<file path="src/rtl/fpcdiv_if.sv">
// rtl/fpcdiv_if.sv - operand/result handshake bundle for the complex fixed-point divider
interface fpcdiv_if #(
    parameter int n = 32
);
    logic         recv_val;
    logic         recv_rdy;
    logic [n-1:0] ar;
    logic [n-1:0] ac;
    logic [n-1:0] br;
    logic [n-1:0] bc;
    logic         send_val;
    logic         send_rdy;
    logic [n-1:0] cr;
    logic [n-1:0] cc;
    logic         div0;

    modport master (
        output recv_val, ar, ac, br, bc, send_rdy,
        input  recv_rdy, send_val, cr, cc, div0
    );

    modport slave (
        input  recv_val, ar, ac, br, bc, send_rdy,
        output recv_rdy, send_val, cr, cc, div0
    );
endinterface

</file>
<file path="src/rtl/fpcdiv.sv">
// rtl/fpcdiv.sv - sequential complex division c = a / b in signed Q(n-d).d fixed point
module fpcdiv #(
    parameter int n = 32,
    parameter int d = 16
) (
    input  logic      clk,
    input  logic      reset,
    fpcdiv_if.slave   bus
);

    localparam int CW = (n > 1) ? $clog2(n) : 1;

    typedef enum logic [2:0] {IDLE, MUL, SUM, DIV, DONE} state_t;

    state_t state_q, state_d;

    // iteration counters: bit within current product/quotient, and which one
    logic [CW-1:0] cnt_q;
    logic [2:0]    idx_q;

    // operands captured on the accept edge
    logic [n-1:0]  ar_q, ac_q, br_q, bc_q;

    // shared shift-add multiplier working on magnitudes
    logic [2*n-1:0] mc_q;
    logic [2*n-1:0] acc_q;
    logic [n-1:0]   mp_q;
    logic           neg_q;
    logic [n-1:0]   prod_q [6];

    // shared restoring divider; den is kept as a magnitude plus sign
    logic [n-1:0]  den_mag_q;
    logic          den_neg_q;
    logic          den_zero_q;
    logic [n-1:0]  numc_q;
    logic [n-1:0]  rem_q;
    logic [n-1:0]  dv_q;
    logic [n-1:0]  quo_q;
    logic          qneg_q;

    // registered results
    logic [n-1:0]  cr_q, cc_q;
    logic          div0_q;

    function automatic logic [n-1:0] mag(input logic [n-1:0] x);
        return x[n-1] ? -x : x;
    endfunction

    logic           last_bit;
    logic [n-1:0]   op_a, op_b;
    logic [2*n-1:0] acc_step;
    logic [2*n-1:0] prod_full;
    logic [n-1:0]   den_w, numr_w, numc_w;
    logic [n-1:0]   numr_mag, numc_mag;
    logic [n:0]     rem_sh;
    logic           ge;
    logic [n-1:0]   rem_nx;
    logic [n-1:0]   quo_nx;
    logic [n-1:0]   q_res;

    assign last_bit = (cnt_q == CW'(n - 1));

    // operand pair for the product that follows the current one
    always_comb begin
        op_a = br_q;
        op_b = br_q;
        case (idx_q)
            3'd0:    begin op_a = bc_q; op_b = bc_q; end
            3'd1:    begin op_a = ar_q; op_b = br_q; end
            3'd2:    begin op_a = ac_q; op_b = bc_q; end
            3'd3:    begin op_a = ac_q; op_b = br_q; end
            3'd4:    begin op_a = ar_q; op_b = bc_q; end
            default: begin op_a = br_q; op_b = br_q; end
        endcase
    end

    // multiplier step, product sign fix-up, sums and divider step
    always_comb begin
        acc_step  = acc_q + (mp_q[0] ? mc_q : '0);
        prod_full = neg_q ? -acc_step : acc_step;

        den_w     = prod_q[0] + prod_q[1];
        numr_w    = prod_q[2] + prod_q[3];
        numc_w    = prod_q[4] - prod_q[5];
        numr_mag  = mag(numr_w);
        numc_mag  = mag(numc_q);

        rem_sh    = {rem_q, dv_q[n-1]};
        ge        = (rem_sh >= {1'b0, den_mag_q});
        rem_nx    = rem_sh[n-1:0] - (ge ? den_mag_q : '0);
        quo_nx    = (quo_q << 1) | {{(n-1){1'b0}}, ge};
        q_res     = den_zero_q ? '0 : (qneg_q ? -quo_nx : quo_nx);
    end

    // state register
    always_ff @(posedge clk) begin
        if (reset) state_q <= IDLE;
        else       state_q <= state_d;
    end

    // next-state and handshake outputs
    always_comb begin
        state_d      = state_q;
        bus.recv_rdy = 1'b0;
        bus.send_val = 1'b0;
        case (state_q)
            IDLE: begin
                bus.recv_rdy = 1'b1;
                if (bus.recv_val) state_d = MUL;
            end
            MUL: begin
                if (last_bit && idx_q == 3'd5) state_d = SUM;
            end
            SUM: begin
                state_d = DIV;
            end
            DIV: begin
                if (last_bit && idx_q == 3'd1) state_d = DONE;
            end
            DONE: begin
                bus.send_val = 1'b1;
                if (bus.send_rdy) state_d = IDLE;
            end
            default: state_d = IDLE;
        endcase
    end

    // datapath: operand capture, multiply, sum, divide and result hold
    always_ff @(posedge clk) begin
        if (reset) begin
            cnt_q      <= '0;
            idx_q      <= '0;
            ar_q       <= '0;
            ac_q       <= '0;
            br_q       <= '0;
            bc_q       <= '0;
            mc_q       <= '0;
            acc_q      <= '0;
            mp_q       <= '0;
            neg_q      <= 1'b0;
            for (int i = 0; i < 6; i++) prod_q[i] <= '0;
            den_mag_q  <= '0;
            den_neg_q  <= 1'b0;
            den_zero_q <= 1'b0;
            numc_q     <= '0;
            rem_q      <= '0;
            dv_q       <= '0;
            quo_q      <= '0;
            qneg_q     <= 1'b0;
            cr_q       <= '0;
            cc_q       <= '0;
            div0_q     <= 1'b0;
        end else begin
            case (state_q)
                IDLE: begin
                    if (bus.recv_val) begin
                        ar_q  <= bus.ar;
                        ac_q  <= bus.ac;
                        br_q  <= bus.br;
                        bc_q  <= bus.bc;
                        cnt_q <= '0;
                        idx_q <= '0;
                        acc_q <= '0;
                        // first product is br*br, always non-negative
                        mc_q  <= {{n{1'b0}}, mag(bus.br)};
                        mp_q  <= mag(bus.br);
                        neg_q <= 1'b0;
                    end
                end
                MUL: begin
                    if (last_bit) begin
                        prod_q[idx_q] <= n'(prod_full >> d);
                        cnt_q <= '0;
                        idx_q <= idx_q + 3'd1;
                        acc_q <= '0;
                        mc_q  <= {{n{1'b0}}, mag(op_a)};
                        mp_q  <= mag(op_b);
                        neg_q <= op_a[n-1] ^ op_b[n-1];
                    end else begin
                        cnt_q <= cnt_q + CW'(1);
                        acc_q <= acc_step;
                        mc_q  <= mc_q << 1;
                        mp_q  <= mp_q >> 1;
                    end
                end
                SUM: begin
                    den_mag_q  <= mag(den_w);
                    den_neg_q  <= den_w[n-1];
                    den_zero_q <= (den_w == '0);
                    numc_q     <= numc_w;
                    // high half of |numr|<<d seeds the remainder, low half is shifted in
                    rem_q      <= numr_mag >> (n - d);
                    dv_q       <= numr_mag << d;
                    quo_q      <= '0;
                    qneg_q     <= numr_w[n-1] ^ den_w[n-1];
                    cnt_q      <= '0;
                    idx_q      <= '0;
                end
                DIV: begin
                    if (last_bit) begin
                        cnt_q <= '0;
                        idx_q <= idx_q + 3'd1;
                        if (idx_q == 3'd0) begin
                            cr_q   <= q_res;
                            rem_q  <= numc_mag >> (n - d);
                            dv_q   <= numc_mag << d;
                            quo_q  <= '0;
                            qneg_q <= numc_q[n-1] ^ den_neg_q;
                        end else begin
                            cc_q   <= q_res;
                            div0_q <= den_zero_q;
                        end
                    end else begin
                        cnt_q <= cnt_q + CW'(1);
                        rem_q <= rem_nx;
                        dv_q  <= dv_q << 1;
                        quo_q <= quo_nx;
                    end
                end
                default: begin
                end
            endcase
        end
    end

    assign bus.cr   = cr_q;
    assign bus.cc   = cc_q;
    assign bus.div0 = div0_q;

endmodule

</file>
<file path="src/flat_wrapper.sv">
// flat-port wrapper written by rule: the top's interface ports become plain ports
module fpcdiv_flat 
#(
    parameter int n = 32,
    parameter int d = 16
)
  (clk, reset, bus_recv_val, bus_ar, bus_ac, bus_br, bus_bc, bus_send_rdy, bus_recv_rdy, bus_send_val, bus_cr, bus_cc, bus_div0);
  fpcdiv_if #(.n(n)) bus_i ();
  input  logic clk;
  input  logic reset;
  input wire logic [$bits(bus_i.recv_val)-1:0] bus_recv_val;
  input wire logic [$bits(bus_i.ar)-1:0] bus_ar;
  input wire logic [$bits(bus_i.ac)-1:0] bus_ac;
  input wire logic [$bits(bus_i.br)-1:0] bus_br;
  input wire logic [$bits(bus_i.bc)-1:0] bus_bc;
  input wire logic [$bits(bus_i.send_rdy)-1:0] bus_send_rdy;
  output wire logic [$bits(bus_i.recv_rdy)-1:0] bus_recv_rdy;
  output wire logic [$bits(bus_i.send_val)-1:0] bus_send_val;
  output wire logic [$bits(bus_i.cr)-1:0] bus_cr;
  output wire logic [$bits(bus_i.cc)-1:0] bus_cc;
  output wire logic [$bits(bus_i.div0)-1:0] bus_div0;
  assign bus_i.recv_val = bus_recv_val;
  assign bus_i.ar = bus_ar;
  assign bus_i.ac = bus_ac;
  assign bus_i.br = bus_br;
  assign bus_i.bc = bus_bc;
  assign bus_i.send_rdy = bus_send_rdy;
  assign bus_recv_rdy = bus_i.recv_rdy;
  assign bus_send_val = bus_i.send_val;
  assign bus_cr = bus_i.cr;
  assign bus_cc = bus_i.cc;
  assign bus_div0 = bus_i.div0;
  fpcdiv #(.n(n), .d(d)) u_core (.clk(clk), .reset(reset), .bus(bus_i));
endmodule
</file>
<file path="config.mk">
export PLATFORM = sky130hd
export DESIGN_NAME = fpcdiv_flat
export DESIGN_NICKNAME = d
export VERILOG_FILES = /design/src/rtl/fpcdiv_if.sv /design/src/rtl/fpcdiv.sv /design/src/flat_wrapper.sv
export SDC_FILE = /design/constraint.sdc
export NUM_CORES = 2
export LEC_CHECK = 0
export ABC_AREA = 1
export ABC_CLOCK_PERIOD_IN_PS = 3950
export BUFFER_PORTS_ARGS = -buffer_cell sky130_fd_sc_hd__buf_4
export CAP_MARGIN = 5
export CORE_ASPECT_RATIO = 1.75
export CORE_MARGIN = 3
export CORE_UTILIZATION = 55
export CTS_CLUSTER_DIAMETER = 150
export DETAILED_ROUTE_END_ITERATION = 8
export GPL_TIMING_DRIVEN = 0
export HOLD_SLACK_MARGIN = 0.03
export PLACE_DENSITY = 0.78
export REMOVE_ABC_BUFFERS = 1
export SETUP_SLACK_MARGIN = 0.15
export SKIP_CTS_REPAIR_TIMING = 1
export SLEW_MARGIN = 20
export SYNTH_ARGS = -nofsm -noshare
export SYNTH_HDL_FRONTEND = slang
export SYNTH_SLANG_ARGS = --single-unit
</file>
<file path="constraint.sdc">
create_clock -name clk -period 3.95 [get_ports clk]
set_clock_uncertainty 0.2 [all_clocks]
set_input_delay 0.1975 -clock clk [delete_from_list [all_inputs] [get_ports clk]]
set_output_delay 0.1975 -clock clk [all_outputs]
set_load 0.01 [all_outputs]
</file>
==> flow_summary_export.csv <==
group,metric,value,unit
min_path,worstHoldPathCells,4,
sta,finalSetupViolations,71,
status,violations,"negative setup slack",
sta,fin_crit,4.357,ns
synthesis,synth_edf_count,192,
flow_run,drv_cap,0,
placed_design,pre_cts_slack,-2.764,ns
worst_setup_path,r2r_end,"u_core.rem_q[26]",
clock_network,cts.clk_slew.worst_paths,0.07,ns
global_routing,grt_max_degree,140,
sta,tightestPinTransition,1.218,ns
pwr,intPower,15060,µW
route,drt_wl_total,173400,µm
min_path,hold-path-endpoint,"u_core.ac_q[10]",
synthesis,ys_ff_latch,671,
route,firstDrtPassIters,7,
cells_and_area,syn_to_final_growth,23.13,%
pwr,peakVddDrop,0.4608,mV
worst_setup_path,reg2reg_slack,-0.41,ns
clock_network,htreeDepth,3,
global_routing,track_usage,36.07,%
pwr,p_leak,0.02544,µW
synthesis,yosys_most_used_dff,"dfxtp_1",
placed_design,dp_cells,7956,
route,postRouteAntennaNets,0,
worst_setup_path,cpLargestDelayFamily,"simple AND/OR/NAND/NOR gates",
clock_network,numCtsBuffers,69,
pwr,power,25450,µW
sta,fmax,229.5,MHz
pwr,p_sw,10390,µW
worst_setup_path,reg2reg_depth,29,
clock_network,clockBufferDepth,3,
clock_network,clk_latency,0.70,ns
global_routing,antenna_found_initial,2,
cells_and_area,fin_nets,7590,
global_routing,grt_pass1_wl,243600,µm
worst_setup_path,cp_num_buf_inv,5,
placed_design,place.detailed.hpwl,124400,µm
die,die-area,86410,µm²
worst_setup_path,path_class,"reg2reg",
synthesis,postSynthAreaPerCell,6.574,µm²
global_routing,grt_pass1_vias,44900,
cells_and_area,fin_cells,8351,
route,via_per_inst,5.839,
synthesis,async_flop_share,0,%
sta,fin_ws,-0.4067,ns
pwr,swShare,40.83,%
clock_network,cts-root-buf,"clkbuf_16",
pwr,p_seq_share,31.3,%
synthesis,yosys.area.top_type,"dfxtp_1",
worst_setup_path,crit_arrival,4.68,ns
route,drt_iter0_drc,3803,
synthesis,yosysWarnings,0,
cells_and_area,fin_area,56060,µm²
route,routedWlPerCell,20.76,µm
clock_network,numClockSinks,671,
synthesis,synth_cell_type_count,63,
cells_and_area,final_common_cell,"nand2_1",
cells_and_area,drive_gt1_share,15.54,%
synthesis,netlist_area,45530,µm²
sta,rsz0062_at_grt,"true",
die,num_rows,139,
synthesis,yosys-top-cells-area,"dfxtp_1, nand2_1, edfxtp_1",
status,outcome,"complete, but fails checks",
worst_setup_path,start_kind,"register",
synthesis,synth_seq_area_share,33.72,%
pwr,pwr-share-comb,40.7,%
worst_setup_path,cp_max_fo,5,
pwr,clkPwrFrac,28.0,%
placed_design,gp_congestion,0.9958,
placed_design,post_dp_cell_area,48130,µm²
worst_setup_path,cpPeakStageDelay,0.36,ns
placed_design,io_buffer_count,198,
die,coreArea,82090,µm²
global_routing,grt-ovfl-total,0,
die,initial_core_util,55.47,%
worst_setup_path,endpoint_kind,"register",
worst_setup_path,slowest_stage,"fa_2",
sta,slew_viol_final,0,
worst_setup_path,r2r_start,"u_core.den_mag_q[31]",
sta,setup_tns,-8.704,ns
clock_network,cts_tree,"done",
route,vias,48760,
sta,hold_viol_final,0,
synthesis,synthCells,6926,
worst_setup_path,critPathRequiredTime,4.28,ns
synthesis,synth_top_area_share,21.06,%
sta,relSlewSlack,17.77,%
cells_and_area,nFillCells,6907,
min_path,hp-class,"in2reg",
die,die_x,223.5,µm
cells_and_area,layout_common_cells,"nand2_1, inv_1, a21oi_1, nor2_1, o21ai_0",
die,die_h,386.6,µm
min_path,holdCritStartpoint,"bus_ac[10]",
route,route.detailed.drc,0,
pwr,power_density,453.9,nW/µm²
die,boundaryPins,199,
sta,period_share,110.3,%
[sequential cells by signal (all words and copies together), names as in the netlist, 3 cells and up]
signal	cells
u_core.state_q	3
u_core.br_q	32
u_core.mc_q	48
u_core.dv_q	16
u_core.numc_q	32
u_core.acc_q	48
u_core.ar_q	32
u_core.ac_q	32
u_core.quo_q	31
u_core.bus.cc	32
u_core.idx_q	3
u_core.prod_q	192
u_core.bus.cr	32
u_core.den_mag_q	32
u_core.bc_q	32
u_core.mp_q	32
u_core.cnt_q	5
u_core.rem_q	32
[metal layers]
layer / up-vias / wire length, µm / GRT usage [%]
met1: 22290 / 55570 / 33.44
met3: 879 / 9764 / 5.510
met5: - / 0 / 0
li1: 23470 / - / -
met4: 0 / 21860 / 34.88
met2: 2127 / 86190 / 65.93
[tightest hold or removal path, cell delays in order]
cell,delay (ns)
dlygate4sd3_1,0.54
buf_4,0.10
nor2_1,0.04
nor2_1,0.09
[cells in the mapped netlist, drive strengths merged, types with 6 or more instances]
library cell / instances
o21ai: 644
xnor2: 35
o21bai: 25
edfxtp: 192
inv: 930
nand2: 1736
a21oi: 748
a31oi: 50
nand4: 72
a21o: 19
o211ai: 14
a21boi: 7
nand3b: 52
a211oi: 16
a221oi: 14
o22ai: 61
buf: 52
a41oi: 10
clkbuf: 203
nor2: 735
o21a: 16
clkinv: 6
dfxtp: 479
xor2: 72
ha: 218
nor4: 15
nor3: 72
or2: 26
nand3: 369
[through the flow]
step	hold slack (ns)	utilization [%]
2_1_floorplan	0.06657	-
3_3_place_gp	0.2333	57.58
3_5_place_dp	0.2429	58.63
4_1_cts	-0.4838	61.59
5_1_grt	0.1129	68.30
6_report	0.1014	68.30
[logic make-up after synthesis]
family          count (synthesis)  share of synthesized area [%]
flops                         671                          33.72
xor+xnor                      107                          2.091
buf+inv                      1191                          10.07
compound gates               1649                          19.73
simple gates                 3085                          28.18
fa+ha+maj                     223                          6.211
[worst max-delay path by stage]
| stage | slack (ns) | start | end | depth (start not counted) |
|---|---|---|---|---|
| 3_3_place_gp | -9.85 | reset | u_core.prod_q[5][10] | 3 |
| 6_report | -0.41 | u_core.den_mag_q[31] | u_core.rem_q[26] | 29 |
| 5_1_grt | -0.60 | u_core.den_mag_q[31] | u_core.rem_q[26] | 29 |
| 3_5_place_dp | -2.76 | u_core.cnt_q[0] | u_core.prod_q[4][1] | 15 |
| 4_1_cts | -2.81 | u_core.cnt_q[0] | u_core.prod_q[4][16] | 15 |
| 2_1_floorplan | -2.94 | u_core.state_q[2] | u_core.mc_q[27] | 10 |
[cell type report]
cell class / instances / area [µm²] / area share [%]
clock buffers: 84 / 1854 / 3.307
flip-flops and latches: 671 / 15370 / 27.41
diodes: 2 / 5.005 / 0.008927
repair buffers: 478 / 4681 / 8.349
inverters: 936 / 3586 / 6.396
clock inverters: 44 / 578.1 / 1.031
multi-input cells: 5079 / 28670 / 51.14
well taps: 1057 / 1323 / 2.359
[power by group through the flow]
stage,clock network [µW],registers [µW],logic [µW]
6_report,7120,7970,10400
5_1_grt,7420,8000,11200
4_1_cts,7150,7930,8350
3_5_place_dp,0,8080,8320
3_3_place_gp,0,8080,8050
2_1_floorplan,0,7960,5550
Note: power is estimated with default switching activity, not from simulation.
